`src/rtl/csr_trap_unit.sv`:
```
// Machine-mode CSR file and trap sequencer: executes Zicsr ops, ECALL/EBREAK/MRET,
// and issues a pc redirect on trap entry and return.
//
// state | meaning
// IDLE  | ready for a request; fields captured on accept
// EXEC  | CSR read/modify/write, mepc capture on trap, MRET mstatus update
// TRAP2 | trap entry: mcause and mstatus update
// RESP  | one-cycle response / redirect pulse
module csr_trap_unit #(
    parameter int unsigned     XLEN        = 64,
    parameter logic [XLEN-1:0] MSTATUS_RST = 64'ha00001800,
    parameter logic [XLEN-1:0] MTVEC_RST   = '0,
    parameter bit              HAS_MCYCLE  = 1'b1
) (
    input  logic            clk,
    input  logic            rst,
    input  logic            req_valid,
    output logic            req_ready,
    input  logic [1:0]      req_op,
    input  logic [2:0]      req_funct3,
    input  logic [11:0]     req_csr_addr,
    input  logic [XLEN-1:0] req_rs1_data,
    input  logic [4:0]      req_zimm,
    input  logic [XLEN-1:0] req_pc,
    output logic            resp_valid,
    output logic [XLEN-1:0] resp_rdata,
    output logic            resp_illegal,
    output logic            redirect_valid,
    output logic [XLEN-1:0] redirect_pc
);

    localparam logic [1:0] OP_CSR    = 2'd0;
    localparam logic [1:0] OP_ECALL  = 2'd1;
    localparam logic [1:0] OP_EBREAK = 2'd2;
    localparam logic [1:0] OP_MRET   = 2'd3;

    localparam logic [11:0] A_MSTATUS  = 12'h300;
    localparam logic [11:0] A_MTVEC    = 12'h305;
    localparam logic [11:0] A_MSCRATCH = 12'h340;
    localparam logic [11:0] A_MEPC     = 12'h341;
    localparam logic [11:0] A_MCAUSE   = 12'h342;
    localparam logic [11:0] A_MCYCLE   = 12'hB00;

    // only MIE (bit 3) and MPIE (bit 7) are software-writable
    localparam logic [XLEN-1:0] MS_WMASK = XLEN'(8'h88);

    typedef enum logic [1:0] {
        S_IDLE  = 2'd0,
        S_EXEC  = 2'd1,
        S_TRAP2 = 2'd2,
        S_RESP  = 2'd3
    } state_t;

    state_t state, state_nxt;

    logic [1:0]      op_q;
    logic [2:0]      f3_q;
    logic [11:0]     addr_q;
    logic [XLEN-1:0] rs1_q;
    logic [4:0]      zimm_q;
    logic [XLEN-3:0] pc_q;

    logic [XLEN-1:0] mstatus, mtvec, mepc, mcause, mscratch, mcycle;

    logic            is_trap;
    logic            csr_hit;
    logic            illegal;
    logic            csr_we;
    logic [XLEN-1:0] old_val;
    logic [XLEN-1:0] src;
    logic [XLEN-1:0] wdata;
    logic [XLEN-1:0] cause;

    assign req_ready = (state == S_IDLE);
    assign is_trap   = (op_q == OP_ECALL) || (op_q == OP_EBREAK);
    assign cause     = (op_q == OP_ECALL) ? XLEN'(11) : XLEN'(3);

    always_ff @(posedge clk) begin
        if (rst) begin
            state <= S_IDLE;
        end else begin
            state <= state_nxt;
        end
    end

    always_comb begin
        state_nxt = state;
        case (state)
            S_IDLE:  if (req_valid) state_nxt = S_EXEC;
            S_EXEC:  state_nxt = is_trap ? S_TRAP2 : S_RESP;
            S_TRAP2: state_nxt = S_RESP;
            S_RESP:  state_nxt = S_IDLE;
            default: state_nxt = S_IDLE;
        endcase
    end

    always_comb begin
        old_val = '0;
        csr_hit = 1'b1;
        case (addr_q)
            A_MSTATUS:  old_val = mstatus;
            A_MTVEC:    old_val = mtvec;
            A_MSCRATCH: old_val = mscratch;
            A_MEPC:     old_val = mepc;
            A_MCAUSE:   old_val = mcause;
            A_MCYCLE: begin
                if (HAS_MCYCLE) old_val = mcycle;
                else            csr_hit = 1'b0;
            end
            default:    csr_hit = 1'b0;
        endcase
    end

    always_comb begin
        src   = f3_q[2] ? {{(XLEN-5){1'b0}}, zimm_q} : rs1_q;
        wdata = src;
        case (f3_q[1:0])
            2'b10:   wdata = old_val | src;
            2'b11:   wdata = old_val & ~src;
            default: wdata = src;
        endcase
    end

    assign illegal = !csr_hit || (f3_q[1:0] == 2'b00);
    // set/clear forms with rs1/zimm == 0 are pure reads
    assign csr_we  = (state == S_EXEC) && (op_q == OP_CSR) && !illegal
                     && !(f3_q[1] && (zimm_q == 5'd0));

    always_ff @(posedge clk) begin
        if (rst) begin
            op_q   <= OP_CSR;
            f3_q   <= '0;
            addr_q <= '0;
            rs1_q  <= '0;
            zimm_q <= '0;
            pc_q   <= '0;
        end else if (state == S_IDLE && req_valid) begin
            op_q   <= req_op;
            f3_q   <= req_funct3;
            addr_q <= req_csr_addr;
            rs1_q  <= req_rs1_data;
            zimm_q <= req_zimm;
            pc_q   <= req_pc[XLEN-1:2];
        end
    end

    always_ff @(posedge clk) begin
        if (rst) begin
            mstatus  <= MSTATUS_RST;
            mtvec    <= MTVEC_RST;
            mepc     <= '0;
            mcause   <= '0;
            mscratch <= '0;
            mcycle   <= '0;
        end else begin
            if (!HAS_MCYCLE) begin
                mcycle <= '0;
            end else if (csr_we && addr_q == A_MCYCLE) begin
                mcycle <= wdata;
            end else begin
                mcycle <= mcycle + XLEN'(1);
            end

            if (csr_we) begin
                case (addr_q)
                    A_MSTATUS:  mstatus  <= (mstatus & ~MS_WMASK) | (wdata & MS_WMASK);
                    A_MTVEC:    mtvec    <= wdata;
                    A_MSCRATCH: mscratch <= wdata;
                    A_MEPC:     mepc     <= {wdata[XLEN-1:2], 2'b00};
                    A_MCAUSE:   mcause   <= wdata;
                    default: ;
                endcase
            end

            if (state == S_EXEC && op_q == OP_MRET) begin
                mstatus[3]     <= mstatus[7];
                mstatus[7]     <= 1'b1;
                mstatus[12:11] <= 2'b11;
            end

            if (state == S_EXEC && is_trap) begin
                mepc <= {pc_q, 2'b00};
            end

            if (state == S_TRAP2) begin
                mcause         <= cause;
                mstatus[7]     <= mstatus[3];
                mstatus[3]     <= 1'b0;
                mstatus[12:11] <= 2'b11;
            end
        end
    end

    // outputs are loaded on the transition into RESP and cleared otherwise
    always_ff @(posedge clk) begin
        if (rst) begin
            resp_valid     <= 1'b0;
            resp_rdata     <= '0;
            resp_illegal   <= 1'b0;
            redirect_valid <= 1'b0;
            redirect_pc    <= '0;
        end else begin
            resp_valid     <= 1'b0;
            resp_rdata     <= '0;
            resp_illegal   <= 1'b0;
            redirect_valid <= 1'b0;
            redirect_pc    <= '0;
            if (state == S_EXEC && op_q == OP_CSR) begin
                resp_valid   <= 1'b1;
                resp_rdata   <= illegal ? '0 : old_val;
                resp_illegal <= illegal;
            end else if (state == S_EXEC && op_q == OP_MRET) begin
                resp_valid     <= 1'b1;
                redirect_valid <= 1'b1;
                redirect_pc    <= mepc;
            end else if (state == S_TRAP2) begin
                resp_valid     <= 1'b1;
                redirect_valid <= 1'b1;
                redirect_pc    <= {mtvec[XLEN-1:2], 2'b00};
            end
        end
    end

endmodule

```
`config.mk`:
```
export PLATFORM = sky130hd
export DESIGN_NAME = csr_trap_unit
export DESIGN_NICKNAME = d
export VERILOG_FILES = /design/src/rtl/csr_trap_unit.sv
export SDC_FILE = /design/constraint.sdc
export NUM_CORES = 1
export LEC_CHECK = 0
export ABC_AREA = 1
export CAP_MARGIN = 20
export CORE_UTILIZATION = 41
export CTS_CLUSTER_SIZE = 40
export DETAILED_ROUTE_END_ITERATION = 8
export PLACE_DENSITY = 0.61
export SLEW_MARGIN = 20
export SYNTH_ARGS = -nofsm -noshare
export SYNTH_HDL_FRONTEND = slang
export SYNTH_SLANG_ARGS = --single-unit
```
`constraint.sdc`:
```
create_clock -name clk -period 2.55 [get_ports clk]
set_clock_uncertainty 0.2 [all_clocks]
set_input_delay 0.6375 -clock clk [delete_from_list [all_inputs] [get_ports clk]]
set_output_delay 0.6375 -clock clk [all_outputs]
set_load 0.03 [all_outputs]
```
# Word level (Yosys, flattened, before mapping)

Cells that the tools add are included.

Add/sub/neg operators: 1
Multiply operators: 0
Div/mod/pow operators: 0
Order comparisons: 0
Eq/ne operators: 15
Shift operators: 0
Multiplexer cells: 25
Bitwise logic cells: 5
Reductions and logical operators: 39

Operators with widths:

| operator                                         | number |
|---|---|
| 2-to-1 mux 64 bit                                | 10 |
| one-hot mux 64 bit (6 select lines)              | 1 |
| one-hot mux 64 bit (2 select lines)              | 1 |
| adder 64 x 1 -> 64 bit (second input constant)   | 1 |
| AND 64 bit                                       | 1 |
| NOT 64 bit                                       | 1 |
| bitwise OR 64 bit                                | 1 |
| bitwise OR 64 x 8 -> 64 bit                      | 1 |
| == test 12 x 10 -> 1 bit (second input constant) | 5 |
| 2-to-1 mux 8 bit                                 | 2 |
| AND reduction 2 bit                              | 7 |
| == test 12 bit (second input constant)           | 1 |
| == test 2 bit (second input constant)            | 6 |
| nonzero test 2 bit                               | 6 |
| OR reduction 3 bit                               | 3 |
| logical AND 1 bit                                | 8 |
| 2-to-1 mux 1 bit                                 | 8 |
| one-hot mux 2 bit (4 select lines)               | 1 |
| logical NOT 2 bit                                | 3 |
| nonzero test 3 bit                               | 2 |
| OR reduction 2 bit                               | 3 |
| OR reduction 6 bit                               | 1 |
| logical NOT 5 bit                                | 1 |
| == test 2 x 1 -> 1 bit (second input constant)   | 2 |
| 6 further kinds                                  | 9 |

Register bits: 663
Bits in latches: 0
RAM bits: 0
Memory bits (read-only): 0
Bits of input ports: 153
Word-level logic and storage cells: 107
Memories: 0

# Depth between registers and ports, before layout

Depth in word-level cells: 11
Mapped depth: 15

# Worst setup path after synthesis

OpenSTA, ideal clock, no wires.

Kind: flip-flop to flip-flop
From: register mcycle[0]
To: register mcycle[34]
Setup time: 0.058 ns
Data arrival time: 1.983 ns
Slack: 0.309 ns
Stages on the path, launching flop included: 13
Cells stage by stage: dfxtp_1 ha_1 nand3_1 nor2_1 nand2_1 nor2_1 nand2_1 nor2_1 nand2_1 or2_2 nand3_1 o211ai_1 inv_1

Cells in the longest elaborated chain, start to end: 2

RTL lines:

| element                  | RTL line | RTL |
|---|---|---|
| start: declaration       | 63       | `logic [XLEN-1:0] mstatus, mtvec, mepc, mcause, mscratch, mcycle;` |
| start signal: assignment | 159      | `mcycle <= wdata;` |
| start signal: assignment | 161      | `mcycle <= mcycle + XLEN'(1);` |
| adder 64 x 1 -> 64 bit   | 161      |  |
| 2-to-1 mux 64 bit        | 158      | `end else if (csr_we && addr_q == A_MCYCLE) begin` |

No other way between the ends.
A chain may end at the register's enable or synchronous reset.

# Final worst setup path

From: register resp_rdata[15]
To: output resp_rdata[15]

RTL lines:

| element                  | RTL line | RTL |
|---|---|---|
| start: declaration       | 26       | `output logic [XLEN-1:0] resp_rdata,` |
| start signal: assignment | 210      | `resp_rdata <= illegal ? '0 : old_val;` |

No word-level cell between the ends.

==> summary.txt <==
CTS
  – Clock latency on the worst-skew pair: between 0.6 and 0.7 ns
  – CTS root buffer: clkbuf_16
  – Clk slew on worst S/H paths: 0.06 ns
  – Clock sinks: about 600
  – CTS tree: built
  – Clock tree buffer depth: 3
  – Num CTS Buffers: 68
  – H-tree levels: 3

Global route
  – Largest net degree at the start of global routing: between 100 and 150
  – Initial antenna violation count: 1
  – Global route overflow: 0
  – First-pass GRT wire length: ~160000 um
  – All-layer global routing usage: 28.68%
  – Vias in the first global route: between 20000 and 30000

STA
  – Final critical-path share of the clock period: 98.50%
  – Max-slew violations: 0
  – Slew margin rel.: about two fifths
  – Minimum clock period: between 2 and 3 ns
  – Final hold violations: 0
  – Least-Margin Pin Slew: 0.8777 ns
  – Max Clock Freq: 0.3981 GHz
  – Setup TNS: 0 ns
  – Final setup vio count: 0

Synth
  – Syn Inst Count: 4447
  – Seq/Total Area, Yosys: around two fifths
  – Synth cell types: 43
  – Area leader, netlist: dfxtp_1
  – Flops & latches, synth: 599
  – Syn Area/Cell: between 6 and 7 um2
  – Post-synth top flop: dfxtp_1
  – Synth top area share: between 40% and 50%
  – Mapped Area: between 0.02 and 0.03 mm2
  – Fraction of synthesis flops using an asynchronous set or reset pin: 0%
  – Area contributors post-synth: dfxtp_1 (41%), nand2_1 (13%), nand3_1 (11%)
  – Ys Warns: 0
  – EDFF count, synth: 0

Power and ir drop
  – Leakage: between 0.015 and 0.02 uW
  – Sw frac: about a third
  – Register share of total power: between 30% and 40%
  – Combinational share of power: a little under a quarter
  – Clock power share: a little under two fifths
  – Total power: roughly 27000 uW
  – Pwr dens: roughly 730 mW/mm2
  – Maximum vdd drop: ~550 uV
  – NetSw: 8720 uW
  – Internal power: between 15000 and 20000 uW

Floorplan
  – Die Width: 268.2 um
  – Std-Cell Rows: slightly below 100
  – DIE AREA: between 0.07 and 0.08 mm2
  – Die height: 268.2 um
  – Initial Util: between 40% and 50%
  – # IOs: between 200 and 300
  – Core Box Area: roughly 0.07 mm2

Worst setup path
  – Critical-path cell list: clkdlybuf4s50_1
  – Required time worst endpoint: ~1.7 ns
  – CP delay by family, top: buffers and inverters
  – Worst endpoint data arrival time: 1.67 ns
  – Crit start category: register
  – Buffers & Inverters on Critical Path: 1
  – CP max FO: 1
  – Crit end category: primary output
  – Crit Path Class: register to primary output
  – Slowest cell on the critical path: clkdlybuf4s50_1
  – Slowest Stage Delay on Critical Path: just under 0.7 ns

Placement
  – Routability Congestion: 1.017
  – PortBufs: between 200 and 300
  – Placed cell areas: 0.03401 mm2
  – DP Wirelength: slightly above 70000 um

Finish
  – Most common cell after layout, fill and taps aside: nand2_1
  – Finished Core Util: about 52%
  – Most frequent cells in the layout: nand2_1 (957), nor2_1 (685), nand3_1 (614), dfxtp_1 (598), a21oi_1 (371)
  – Multi-input combinational cell area: between 0.01 and 0.015 mm2
  – Area delta synth->final: 25.57%
  – Ant diodes: 0
  – Layout Nets: 4865
  – Layout cells sized above 1: 8.207%
  – Final instance area: roughly 0.036 mm2
  – Sequential cell area: ~0.012 mm2
  – Number of fill cells: ~7000

Detailed routing
  – DRT antenna net count: 0
  – First DRT Iteration DRCs: around 2500
  – Vias: slightly above 30000
  – Drt wl/cell: approximately 18 um
  – Drt pass-1 iters: 5
  – Final wirelength: around 100000 um
  – Residual DRC: 0
  – Via/cell ratio: ~5.3

Status
  – Status: finished clean

Job
  – # Max-Cap Violations: 0

Min path
  – Hold WC Path Type: register to register
metal layers:
metal	global-route usage (%)	vias up	share of wire, %
met3	4.124	160	7.2
met2	46.75	1093	46
met1	38.70	14090	44
met4	9.699	2	2.6
met5	0	-	0.012
li1	-	14960	-
cell usage after synthesis (all sizes together) (4+ instances only):
cell and count:
nand2 978, nor2 702, nand3 618, dfxtp 599
o21ai 388, a21oi 371, inv 320, clkbuf 203
buf 97, nor3 30, nand4 25, o211ai 24
xor2 21, xnor2 20, or2 10, ha 7
a31oi 6, nor3b 4
power by group through the flow:
stage	combinational [uW]	clock [uW]	sequential, uW
after floorplan	3690	0	10600
after global placement	6070	0	10600
after detailed placement	6130	0	10600
after CTS	6160	10300	10400
after global routing	6840	10600	10500
final	6230	10100	10500
state kept, by name, summed over array words and instances, names as in the netlist:
signal,flops
mcause,64
resp_rdata,64
mstatus,2
pc_q,62
zimm_q,5
state,2
addr_q,12
rs1_q,64
redirect_valid,1
f3_q,3
redirect_pc,62
mepc,62
op_q,2
resp_illegal,1
mcycle,64
mscratch,64
mtvec,64
resp_valid,1
logic make-up (layout without fill, tap and decap cells):
| kind of cell | after synthesis | in the layout | synth area share (%) |
|---|---|---|---|
| AO/OA/AOI/OAI | 802 | 802 | 14.19 |
| XOR/XNOR | 41 | 41 | 1.236 |
| adder cells (fa/ha/maj) | 7 | 7 | 0.3015 |
| flip-flops | 599 | 599 | 41.29 |
| AND/OR/NAND/NOR | 2376 | 2376 | 34.34 |
| buffers and inverters | 621 | 925 | 8.633 |
| other | 1 | 2 | 0.01291 |
final timing paths:
kind,start,end,slack [ns],cells past startpoint
setup / recovery,resp_rdata[15],resp_rdata[15],0.04,1
hold / removal,pc_q[45],pc_q[45],0.25,2
setup reg to reg,addr_q[9],mcycle[58],0.16,15
hold reg to reg,pc_q[45],pc_q[45],0.25,2
timing repair:
action | 4_1_cts | 5_1_grt
hold buffers | 0 | 0
setup endpoints to repair | 4 | 173
pin swaps | 1 | 2
gates resized for setup | 6 | 27
setup buffers | 1 | 3
cloned | 0 | 2
worst min-delay path, stage by stage (launching register included):
cell,delay (ns)
dfxtp_1,0.29
inv_1,0.06
a21oi_1,0.05
through the flow:
stage	setup slack, ns	instances	hold WS, ns
2_1_floorplan	0.3088	4448	0.2297
3_3_place_gp	0.09339	5569	0.2406
3_5_place_dp	0.05601	5569	0.2445
4_1_cts	0.002325	5687	0.2521
5_1_grt	-0.01337	5692	0.2683
6_report	0.03832	5692	0.2518
area by class of cell:
class	instances	share of cell area [%]
multi-input combinational	3228	40.20
sequential	599	32.88
timing repair buffer	487	14.11
clock buffer	94	5.407
inverter	321	3.335
tap	940	3.225
clock inverter	23	0.8405
Power figures use the tool's default switching activity.
